`src/rtl/serial_adder_pkg.sv`:
```
// -----------------------------------------------------------------------------
// serial_adder_pkg
//   Shared types for the bit-serial adder.
//   sa_state_t : control FSM encoding (IDLE, SHIFT, DONE).
// -----------------------------------------------------------------------------
package serial_adder_pkg;

  typedef enum logic [1:0] {
    IDLE  = 2'd0,
    SHIFT = 2'd1,
    DONE  = 2'd2
  } sa_state_t;

endpackage

```
`src/rtl/serial_adder_fa_cell.sv`:
```
// -----------------------------------------------------------------------------
// fa_cell
//   One-bit full adder built from two half-adder stages and an OR.
//   Ports:
//     a, b : input  addend bits
//     ci   : input  carry in
//     s    : output sum bit
//     co   : output carry out
// -----------------------------------------------------------------------------
module fa_cell (
  input  logic a,
  input  logic b,
  input  logic ci,
  output logic s,
  output logic co
);

  logic s1;
  logic c1;
  logic c2;

  // First half adder: a + b
  assign s1 = a ^ b;
  assign c1 = a & b;

  // Second half adder: partial sum + carry in
  assign s  = s1 ^ ci;
  assign c2 = s1 & ci;

  // The two half-adder carries can never both be 1, so OR suffices.
  assign co = c1 | c2;

endmodule

```
`src/rtl/serial_adder.sv`:
```
// -----------------------------------------------------------------------------
// serial_adder
//   Bit-serial WIDTH-bit adder, one bit per cycle, LSB first. Operands are
//   accepted over a valid/ready handshake, the result is offered over a second
//   valid/ready handshake. One fa_cell forms the whole datapath; the carry is
//   kept in a flop between bit cycles.
//
//   Parameters:
//     WIDTH        operand/result width (>= 1)
//   Ports:
//     clk          rising-edge clock
//     rst_n        asynchronous active-low reset
//     start_valid  operands a/b/cin present
//     start_ready  block can accept operands (IDLE)
//     a, b         operands, captured on accept
//     cin          carry in, captured on accept
//     result_valid sum/cout (and overflow) valid (DONE)
//     result_ready consumer takes the result
//     sum          (a+b+cin) mod 2^WIDTH
//     cout         carry out of bit WIDTH-1
//     busy         high in SHIFT or DONE
//     overflow     signed overflow, present only with SERIAL_ADDER_OVF_EN
//
//   Build option: define SERIAL_ADDER_OVF_EN to add the overflow output.
// -----------------------------------------------------------------------------
module serial_adder
  import serial_adder_pkg::*;
#(
  parameter int WIDTH = 8
) (
  input  logic             clk,
  input  logic             rst_n,
  input  logic             start_valid,
  output logic             start_ready,
  input  logic [WIDTH-1:0] a,
  input  logic [WIDTH-1:0] b,
  input  logic             cin,
  output logic             result_valid,
  input  logic             result_ready,
  output logic [WIDTH-1:0] sum,
  output logic             cout,
`ifdef SERIAL_ADDER_OVF_EN
  output logic             overflow,
`endif
  output logic             busy
);

  localparam int CW = $clog2(WIDTH) + 1;

  sa_state_t        state;
  sa_state_t        next_state;

  logic [WIDTH-1:0] a_sh;
  logic [WIDTH-1:0] b_sh;
  logic [WIDTH-1:0] sum_next;
  logic [CW-1:0]    cnt;
  logic             carry;
  logic             bit_s;
  logic             bit_c;
  logic             accept;
  logic             last_bit;
  logic             release_result;

  // Per-bit datapath
  fa_cell u_fa (
    .a  (a_sh[0]),
    .b  (b_sh[0]),
    .ci (carry),
    .s  (bit_s),
    .co (bit_c)
  );

  // Outputs decoded straight from the state register: no input->output path.
  assign start_ready  = (state == IDLE);
  assign result_valid = (state == DONE);
  assign busy         = (state != IDLE);

  assign accept         = start_valid && (state == IDLE);
  assign release_result = result_ready && (state == DONE);
  assign last_bit       = (cnt == CW'(WIDTH - 1));

  // New sum bit enters at the MSB; written this way so WIDTH=1 needs no slice.
  always_comb begin
    sum_next            = sum >> 1;
    sum_next[WIDTH-1]   = bit_s;
  end

  // State register
  // NOTE: sequential state uses non-blocking assignments so every flop samples
  // pre-edge values, independent of block ordering.
  always_ff @(posedge clk or negedge rst_n) begin
    if (!rst_n) state <= IDLE;
    else        state <= next_state;
  end

  // Next-state logic
  // NOTE: next_state gets a default before the case so no path leaves it
  // unassigned, which would otherwise infer a latch.
  always_comb begin
    next_state = state;
    unique case (state)
      IDLE:    if (accept)         next_state = SHIFT;
      SHIFT:   if (last_bit)       next_state = DONE;
      DONE:    if (release_result) next_state = IDLE;
      default:                     next_state = IDLE;
    endcase
  end

  // Datapath: operand capture, bit-serial add, result hold.
  always_ff @(posedge clk or negedge rst_n) begin
    if (!rst_n) begin
      a_sh  <= '0;
      b_sh  <= '0;
      sum   <= '0;
      cnt   <= '0;
      carry <= 1'b0;
      cout  <= 1'b0;
    end else begin
      if (accept) begin
        a_sh  <= a;
        b_sh  <= b;
        carry <= cin;
        cnt   <= '0;
      end else if (state == SHIFT) begin
        a_sh  <= a_sh >> 1;
        b_sh  <= b_sh >> 1;
        sum   <= sum_next;
        carry <= bit_c;
        cnt   <= cnt + 1'b1;
        if (last_bit) cout <= bit_c;
      end
    end
  end

`ifdef SERIAL_ADDER_OVF_EN
  // On the last bit, 'carry' is the carry into the MSB and bit_c the carry out.
  always_ff @(posedge clk or negedge rst_n) begin
    if (!rst_n)                          overflow <= 1'b0;
    else if (state == SHIFT && last_bit) overflow <= carry ^ bit_c;
  end
`endif

endmodule

```
`config.mk`:
```
export PLATFORM = sky130hd
export DESIGN_NAME = serial_adder
export DESIGN_NICKNAME = d
export VERILOG_FILES = /design/src/rtl/serial_adder_pkg.sv /design/src/rtl/serial_adder_fa_cell.sv /design/src/rtl/serial_adder.sv
export SDC_FILE = /design/constraint.sdc
export NUM_CORES = 1
export LEC_CHECK = 0
export CORE_AREA = 4 4 59 61
export CTS_BUF_LIST = sky130_fd_sc_hd__clkbuf_2
export CTS_CLUSTER_SIZE = 24
export DETAILED_ROUTE_END_ITERATION = 8
export DIE_AREA = 0 0 63 65
export PLACE_DENSITY = 0.77
export RECOVER_POWER = 50
export SLEW_MARGIN = 40
export SYNTH_ARGS = -nofsm -noshare
export SYNTH_HDL_FRONTEND = slang
export SYNTH_HIERARCHICAL = 1
export SYNTH_SLANG_ARGS = --single-unit
```
`constraint.sdc`:
```
create_clock -name clk -period 2.1 [get_ports clk]
set_clock_uncertainty 0.2 [all_clocks]
set_input_delay 0.42 -clock clk [delete_from_list [all_inputs] [get_ports clk]]
set_output_delay 0.42 -clock clk [all_outputs]
set_load 0.01 [all_outputs]
```
==> results.sh, run 1 <==
export IMPL_outcome="complete, no violations"
export IMPL_die_area_sq_mm=0.00410
export IMPL_clk_path_buf_depth=2
export IMPL_yosys_area_share_simple_pct=23.9
export IMPL_netlist_cell_type_count=26
export IMPL_final_core_utilization_pct=60.0
export IMPL_clkTransAtPathRegs_ns=0.15
export IMPL_hold_viol_final=0
export IMPL_critPathBufInv=2
export IMPL_power_frac_clock_pct=11.6
export IMPL_seqCellArea_sq_um=801
export IMPL_dp_slack_ns=0.195
export IMPL_power_switching_mw=0.877
export IMPL_max_freq_ghz=0.514
export IMPL_routed_via_density=5.19
export IMPL_fin_nets=201
export IMPL_p_int_mw=1.38
export IMPL_path_delay_family="flip-flops"
export IMPL_p_leak_nw=0.893
export IMPL_syn2layout_area_growth_pct=25.4
export IMPL_wirelength_microns=2990
export IMPL_cts_setup_buffers=0
export IMPL_numCtsBuffers=5
export IMPL_dpl_cell_count=204
export IMPL_crit_path_top_delay_cell="dfrtp_1"
export IMPL_wl_per_cell_microns=14.2
export IMPL_cp_cell_sequence="or2b_1 > inv_1 > clkdlybuf4s15_1"
export IMPL_synth_fp_nets=165
export IMPL_reg2reg_from="state[0]"
export IMPL_ys_flop_type="dfrtp_1"
export IMPL_num_antenna_cells=0
export IMPL_chipHeight_microns=65
export IMPL_rows=20
export IMPL_synthArstFlopShare_pct=100
export IMPL_multi_input_area_sq_um=538
export IMPL_synth_edf_count=0
export IMPL_max_cap_violations=0
export IMPL_r2r_slack_ns=0.24
export IMPL_die_x_microns=63
export IMPL_postPlaceCellArea_sq_mm=0.00176
export IMPL_fin_area_sq_mm=0.00179
export IMPL_syn_inst=142
export IMPL_hold_ws_ns=0.298
export IMPL_maxSlewViolCount=0
export IMPL_setup_viol=0
export IMPL_fillers=261
export IMPL_synth_area_sq_mm=0.00142
export IMPL_insertion_delay_ns=0.36
export IMPL_hold_buffers=0
export IMPL_worst_path_max_fanout=3
export IMPL_grt_pass1_vias=1154
export IMPL_synthXorXnorAreaFrac_pct=0
export IMPL_worst_pin_slew_ns=0.773
export IMPL_synthAdderAreaFrac_pct=2.28
export IMPL_crit_required_ns=1.48
export IMPL_irDropWorstVdd_mv=0.576
export IMPL_grt_setup_unrepaired="false"
export IMPL_synth_seq_cells=32
export IMPL_grt_max_degree=33
export IMPL_rr_endpoint="b_sh[0]"
export IMPL_synthMuxAreaShare_pct=1.49
export IMPL_drive_gt1_share_pct=8.99
export IMPL_finalNonFillerCells=211
export IMPL_grt_ovfl_total=0
export IMPL_min_to="b_sh[3]"
export IMPL_grt_use_total_pct=17.0
export IMPL_synth_top_family_by_area="simple AND/OR/NAND/NOR gates"
export IMPL_slowest_delay_ns=0.42
export IMPL_synth_warnings=6
export IMPL_grt_pass1_wl_microns=5370
export IMPL_min_delay_start="b_sh[3]"
export IMPL_antenna_found_initial=0
export IMPL_switching_share_pct=38.9
export IMPL_h_tree_depth=2
export IMPL_io_buffers=32
export IMPL_hold_depth=2
export IMPL_worstPathArrival_ns=1.32
export IMPL_cp_start_kind="flop"
export IMPL_drtIter0Drc=45
export IMPL_r2r_cells=5
export IMPL_synth_compound_area_share_pct=10.5
export IMPL_crit_type="reg -> out"
export IMPL_yosysSeqAreaShare_pct=56.2
export IMPL_cts_tree="yes"
export IMPL_ant_nets=0
export IMPL_ios=33
export IMPL_period_needed_ns=1.94
export IMPL_dp_hpwl_microns=2200
export IMPL_gp_congestion=0.728
export IMPL_start_util_pct=47.8
export IMPL_root_buffer="clkbuf_2"
export IMPL_p_total_mw=2.25
export IMPL_fin_setup_tns_ns=0
export IMPL_drc=0
export IMPL_core_area_sq_mm=0.00298
export IMPL_layout_setup_ws_ns=0.156
export IMPL_syn_avg_cell_area_sq_um=10.0
export IMPL_critPathCaptureType="primary output"
export IMPL_vias=1096
export IMPL_drt_first_pass_iters=4
export IMPL_power_density_mw_per_mm2=1260
export IMPL_clkSinkCount=32
export IMPL_power_frac_seq_pct=45.8
export IMPL_relSlewSlack_pct=48.5
export IMPL_comb_power_share_pct=42.6
export IMPL_final_period_utilization_pct=92.6
export IMPL_hp_class="reg -> reg"
flip-flops by register name (all words and copies together), names as in the netlist:
signal  cells
state       2
cnt         4
cout        1
b_sh        8
sum         8
carry       1
a_sh        8
kinds of logic (layout without fill, tap and decap cells):
group	Yosys count	count (layout)
multiplexers	2	2
AO/OA/AOI/OAI	20	20
adder cells (fa/ha/maj)	2	2
buffers and inverters	10	46
AND/OR/NAND/NOR	76	76
flip-flops	32	32
timing repair:
| action | 4_1_cts | 5_1_grt |
|---|---|---|
| resized for setup | 3 | 1 |
| gates cloned | 0 | 0 |
| setup endpoints to repair | 3 | 1 |
power by group through the flow:
stage / Combinational, mW / Sequential (mW) / Clock (mW)
global placement: 0.940 / 1.02 / 0
CTS: 0.983 / 1.03 / 0.274
detailed placement: 0.998 / 1.05 / 0
finish: 0.960 / 1.03 / 0.261
floorplan: 0.655 / 1.04 / 0
global route: 1.09 / 1.07 / 0.307
metal layers:
metal	vias up	wire length [microns]	GRT usage [%]
met3	3	162	5.55
met5	-	0	0
met1	521	1260	19.9
met4	0	30	4.68
met2	34	1540	29.9
li1	538	-	-
layout make-up:
cell class / count / area share, %
Tap cell: 33 / 2.31
Clock buffer: 5 / 1.40
Timing Repair Buffer: 37 / 20.5
Multi-Input combinational cell: 100 / 30.1
Sequential cell: 32 / 44.8
Inverter: 2 / 0.420
Clock inverter: 2 / 0.420
cell usage in the layout, fill, tap and decap left out, drive strengths merged, types with 2 or more instances in the layout:
master          n
inv             2
nand2          63
clkbuf          6
o21ai           4
dlygate4sd2     2
buf             4
clkdlybuf4s50  28
dfrtp          32
a22oi          15
nand3           4
clkinv          2
how the worst max path moves through the flow:
stage / startpoint / end / slack (ns) / depth (start not counted)
2_1_floorplan: cnt[0] / cout / 0.62 / 4
3_3_place_gp: start_valid / cnt[3] / 0.23 / 4
3_5_place_dp: start_valid / cnt[1] / 0.19 / 4
4_1_cts: state[0] / result_valid / 0.09 / 3
5_1_grt: state[0] / result_valid / 0.02 / 3
6_report: state[0] / result_valid / 0.16 / 3
worst min-delay path, stage by stage, from the launching register on:
cell and delay (ns):
dfrtp_1 0.37, nand2_1 0.05, nand2_1 0.05
cell usage after synthesis (all sizes together) (2+ instances only):
cell,count,area share [%]
nand3,4,1.4
inv,2,0.53
buf,8,5.1
nand2,63,17
dfrtp,32,56
o21ai,4,1.4
a22oi,15,8.3
No activity file was read; power rests on OpenSTA's default activity.
==> inputs of run 2 (changes only) <==
--- a/config.mk
+++ b/config.mk
@@ -10,6 +10,7 @@
 export CTS_CLUSTER_SIZE = 24
 export DETAILED_ROUTE_END_ITERATION = 8
 export DIE_AREA = 0 0 63 65
+export GPL_TIMING_DRIVEN = 0
 export PLACE_DENSITY = 0.77
 export RECOVER_POWER = 50
 export SLEW_MARGIN = 40
==> results.sh, run 2 (synthesis gave the netlist of run 1 again) <==
export IMPL_die_x_microns=63
export IMPL_maxSlewViolCount=0
export IMPL_worst_pin_slew_ns=0.775
export IMPL_grt_use_total_pct=15.4
export IMPL_dpl_cell_count=207
export IMPL_path_delay_family="buffers and inverters"
export IMPL_h_tree_depth=2
export IMPL_fin_nets=205
export IMPL_outcome="complete, no violations"
export IMPL_power_density_mw_per_mm2=1270
export IMPL_hp_class="reg -> reg"
export IMPL_drive_gt1_share_pct=12.6
export IMPL_vias=1085
export IMPL_fin_area_sq_mm=0.00182
export IMPL_numCtsBuffers=5
export IMPL_routed_via_density=5.05
export IMPL_root_buffer="clkbuf_2"
export IMPL_setup_viol=0
export IMPL_drt_first_pass_iters=4
export IMPL_io_buffers=32
export IMPL_antenna_found_initial=0
export IMPL_grt_pass1_vias=1108
export IMPL_final_cell_mix="nand2_1, dfrtp_1, clkdlybuf4s50_1, a22oi_1, clkbuf_2"
export IMPL_die_area_sq_mm=0.00410
export IMPL_hold_viol_final=0
export IMPL_p_leak_nw=0.917
export IMPL_period_needed_ns=1.94
export IMPL_crit_path_top_delay_cell="dfrtp_1"
export IMPL_reg_largest_list="a_sh: 8 flops, b_sh: 8 flops, sum: 8 flops"
export IMPL_critPathBufInv=3
export IMPL_grt_pass1_wl_microns=4900
export IMPL_wl_per_cell_microns=12.5
export IMPL_dp_hpwl_microns=2000
export IMPL_p_total_mw=2.30
export IMPL_final_core_utilization_pct=61.0
export IMPL_irDropWorstVdd_mv=0.557
export IMPL_max_freq_ghz=0.516
export IMPL_syn2layout_area_growth_pct=27.5
export IMPL_final_period_utilization_pct=92.4
export IMPL_worst_path_max_fanout=8
export IMPL_crit_type="reg -> out"
export IMPL_slowest_delay_ns=0.38
export IMPL_postPlaceCellArea_sq_mm=0.00178
export IMPL_clk_path_buf_depth=2
export IMPL_crit_required_ns=1.48
export IMPL_drtIter0Drc=61
export IMPL_core_area_sq_mm=0.00298
export IMPL_clkSinkCount=32
export IMPL_ios=33
export IMPL_wirelength_microns=2700
export IMPL_cp_cell_sequence="buf_4 > nor2_1 > inv_1 > dlygate4sd2_1"
export IMPL_gp_congestion=0.751
export IMPL_ant_nets=0
export IMPL_rows=20
export IMPL_clkTransAtPathRegs_ns=0.14
export IMPL_start_util_pct=47.8
export IMPL_cp_start_kind="flop"
export IMPL_relSlewSlack_pct=48.3
export IMPL_insertion_delay_ns=0.35
export IMPL_chipHeight_microns=65
export IMPL_mostFrequentLayoutCell="nand2_1"
export IMPL_num_antenna_cells=0
export IMPL_grt_max_degree=33
export IMPL_critPathCaptureType="primary output"
export IMPL_cts_tree="yes"
export IMPL_drc=0
export IMPL_grt_ovfl_total=0
export IMPL_hold_ws_ns=0.298
export IMPL_grt_setup_unrepaired="false"
export IMPL_max_cap_violations=0
export IMPL_finalNonFillerCells=215
export IMPL_worstPathArrival_ns=1.32
## run 2: what timing repair did
action                                  4_1_cts  5_1_grt
hold endpoints to repair                     32        0
endpoints found under the setup margin        3        1
gates resized for setup                       4        2
buffers inserted                              0        0
hold buffers                                  1        0
## run 2: final cells by class
cell class                 count  area (sq um)
clock inverter                 1          5.00
buffer                         8          68.8
sequential                    32           802
clock buffer                   6          30.0
multi-input combinational    100           543
inverter                       2          7.51
fill                         261          1160
tap                           33          41.3
timing repair buffer          33           318
## run 2: power by group
part | internal, mW | switching (mW)
Combinational | 0.498 | 0.504
Sequential | 0.863 | 0.168
Clock | 0.0795 | 0.187
## run 2: worst paths after layout
kind / startpoint / to / slack, ns / cells past startpoint
max: state[0] / busy / 0.16 / 4
min: a_sh[4] / a_sh[4] / 0.30 / 2
max reg2reg: cnt[0] / cout / 0.56 / 4
min reg2reg: a_sh[4] / a_sh[4] / 0.30 / 2
max in group asynchronous: rst_n / state[1] / 0.69 / 2
min in group asynchronous: rst_n / sum[3] / 0.46 / 2
## run 2: through the flow
stage	TNS, ns	setup WS, ns
finish	0	0.160
global route	0	0.0853
CTS	0	0.0323
detailed placement	0	0.120
global placement	-5.16	-0.162
floorplan	0	0.624
## run 2: tightest hold or removal path, cell delays in order (launching register included)
cell and delay (ns):
dfrtp_1 0.37, nand2_1 0.05, nand2_1 0.05
## run 2: layer usage
layer / vias to the layer above / part of all wire (%) / global-route usage [%]
met5: - / 0 / 0
met4: 0 / 0.26 / 7.16
met3: 2 / 4.4 / 3.81
met2: 33 / 49 / 25.3
met1: 501 / 46 / 19.2
li1: 549 / - / -
==> inputs of run 3 (changes only) <==
--- a/config.mk
+++ b/config.mk
@@ -10,8 +10,8 @@
 export CTS_CLUSTER_SIZE = 24
 export DETAILED_ROUTE_END_ITERATION = 8
 export DIE_AREA = 0 0 63 65
-export GPL_TIMING_DRIVEN = 0
-export PLACE_DENSITY = 0.77
+export DONT_BUFFER_PORTS = 1
+export HOLD_SLACK_MARGIN = 0.1
 export RECOVER_POWER = 50
 export SLEW_MARGIN = 40
 export SYNTH_ARGS = -nofsm -noshare
==> results.sh, run 3 (synthesis gave the netlist of run 1 again) <==
export IMPL_outcome="complete, no violations"
export IMPL_crit_type="reg -> out"
export IMPL_routed_via_density=5.34
export IMPL_p_leak_nw=0.853
export IMPL_endpoint="result_valid"
export IMPL_ios=33
export IMPL_cts_tree="yes"
export IMPL_power_density_mw_per_mm2=1310
export IMPL_grt_use_total_pct=15.2
export IMPL_hold_viol_final=0
export IMPL_r2r_slack_ns=0.45
export IMPL_start_util_pct=47.8
export IMPL_rows=20
export IMPL_syn2layout_area_growth_pct=17.0
export IMPL_num_antenna_cells=0
export IMPL_final_period_utilization_pct=90.9
export IMPL_vias=1051
export IMPL_p_total_mw=2.18
export IMPL_finalNonFillerCells=197
export IMPL_io_buffers=0
export IMPL_worstPathArrival_ns=1.29
export IMPL_crit_path_top_delay_cell="dfrtp_1"
export IMPL_core_area_sq_mm=0.00298
export IMPL_drc=0
export IMPL_max_freq_ghz=0.524
export IMPL_cp_start_kind="flop"
export IMPL_drt_first_pass_iters=4
export IMPL_final_core_utilization_pct=55.9
export IMPL_cts_setup_buffers=0
export IMPL_mostFrequentLayoutCell="nand2_1"
export IMPL_critPathBufInv=1
export IMPL_grt_setup_unrepaired="false"
export IMPL_antenna_found_initial=0
export IMPL_root_buffer="clkbuf_2"
export IMPL_clkTransAtPathRegs_ns=0.16
export IMPL_critPathCaptureType="primary output"
export IMPL_worst_path_max_fanout=8
export IMPL_irDropWorstVdd_mv=0.563
export IMPL_hold_buffers=20
export IMPL_die_area_sq_mm=0.00410
export IMPL_min_delay_start="start_valid"
export IMPL_dpl_cell_count=169
export IMPL_clkSinkCount=32
export IMPL_cp_cell_sequence="or2b_1 > inv_1"
export IMPL_r2r_cells=4
export IMPL_max_cap_violations=0
export IMPL_worst_pin_slew_ns=0.761
export IMPL_maxSlewViolCount=0
export IMPL_grt_max_degree=33
export IMPL_crit_path_start="state[1]"
export IMPL_fin_area_sq_mm=0.00167
export IMPL_reg_largest_list="a_sh: 8 flops, b_sh: 8 flops, sum: 8 flops"
export IMPL_insertion_delay_ns=0.36
export IMPL_wl_per_cell_microns=13.9
export IMPL_rr_endpoint="b_sh[5]"
export IMPL_numCtsBuffers=5
export IMPL_hold_ws_ns=0.240
export IMPL_relSlewSlack_pct=49.3
export IMPL_dp_slack_ns=0.474
export IMPL_die_x_microns=63
export IMPL_h_tree_depth=2
export IMPL_drtIter0Drc=75
export IMPL_drive_gt1_share_pct=9.15
export IMPL_dp_hpwl_microns=1840
export IMPL_path_delay_family="flip-flops"
export IMPL_postPlaceCellArea_sq_mm=0.00141
export IMPL_chipHeight_microns=65
export IMPL_fin_nets=186
export IMPL_cts_resized=0
export IMPL_fin_setup_tns_ns=0
export IMPL_clk_path_buf_depth=2
export IMPL_grt_pass1_vias=1059
export IMPL_final_cell_mix="nand2_1, dfrtp_1, dlygate4sd3_1, a22oi_1, clkbuf_2"
export IMPL_setup_viol=0
export IMPL_grt_pass1_wl_microns=4740
export IMPL_crit_required_ns=1.48
export IMPL_period_needed_ns=1.91
export IMPL_wirelength_microns=2740
export IMPL_reg2reg_from="state[0]"
export IMPL_gp_congestion=0.763
export IMPL_hold_depth=3
export IMPL_slowest_delay_ns=0.55
export IMPL_hp_class="in -> reg"
export IMPL_ant_nets=0
export IMPL_grt_ovfl_total=0
export IMPL_layout_setup_ws_ns=0.192
export IMPL_path_depth=2
-- run 3: cell types whose count changed in the layout (fill, tap and decap cells not counted), sizes merged --
cell           previous run  this run
bufinv                    0         1
dlygate4sd2               2         0
clkbuf                    9         6
clkinv                    1         2
clkdlybuf4s50            28         0
dlygate4sd3               1        19
buf                       7         2
-- run 3: area by class of cell --
cell class                 count  area [sq um]
inverter                       2          7.51
timing repair buffer          22           210
fill                         282          1310
clock inverter                 3          37.5
sequential                    32           801
tap                           33          41.3
multi-input combinational    100           543
clock buffer                   5          25.0
-- run 3: where the power goes --
part | switching [mW] | internal (mW)
clock | 0.199 | 0.194
combinational | 0.408 | 0.289
sequential | 0.229 | 0.862
-- run 3: worst register-to-register path, cell delays in order, from the launching register on --
cell     delay, ns
dfrtp_1       0.54
nor2b_4       0.40
buf_4         0.27
a22oi_1       0.11
nand2_1       0.07
-- run 3: worst min-delay path by stage --
stage	endpoint	slack (ns)
after floorplan	a_sh[0]	-0.08
after global placement	sum[0]	-0.07
after detailed placement	sum[0]	-0.07
after CTS	a_sh[2]	0.20
after global routing	a_sh[4]	0.21
final	a_sh[4]	0.24
-- run 3: routing by layer --
layer	track usage, %	share of wire, %
met1	16.4	42
met2	26.7	51
met3	5.55	5.1
met4	6.61	1.7
met5	0	0
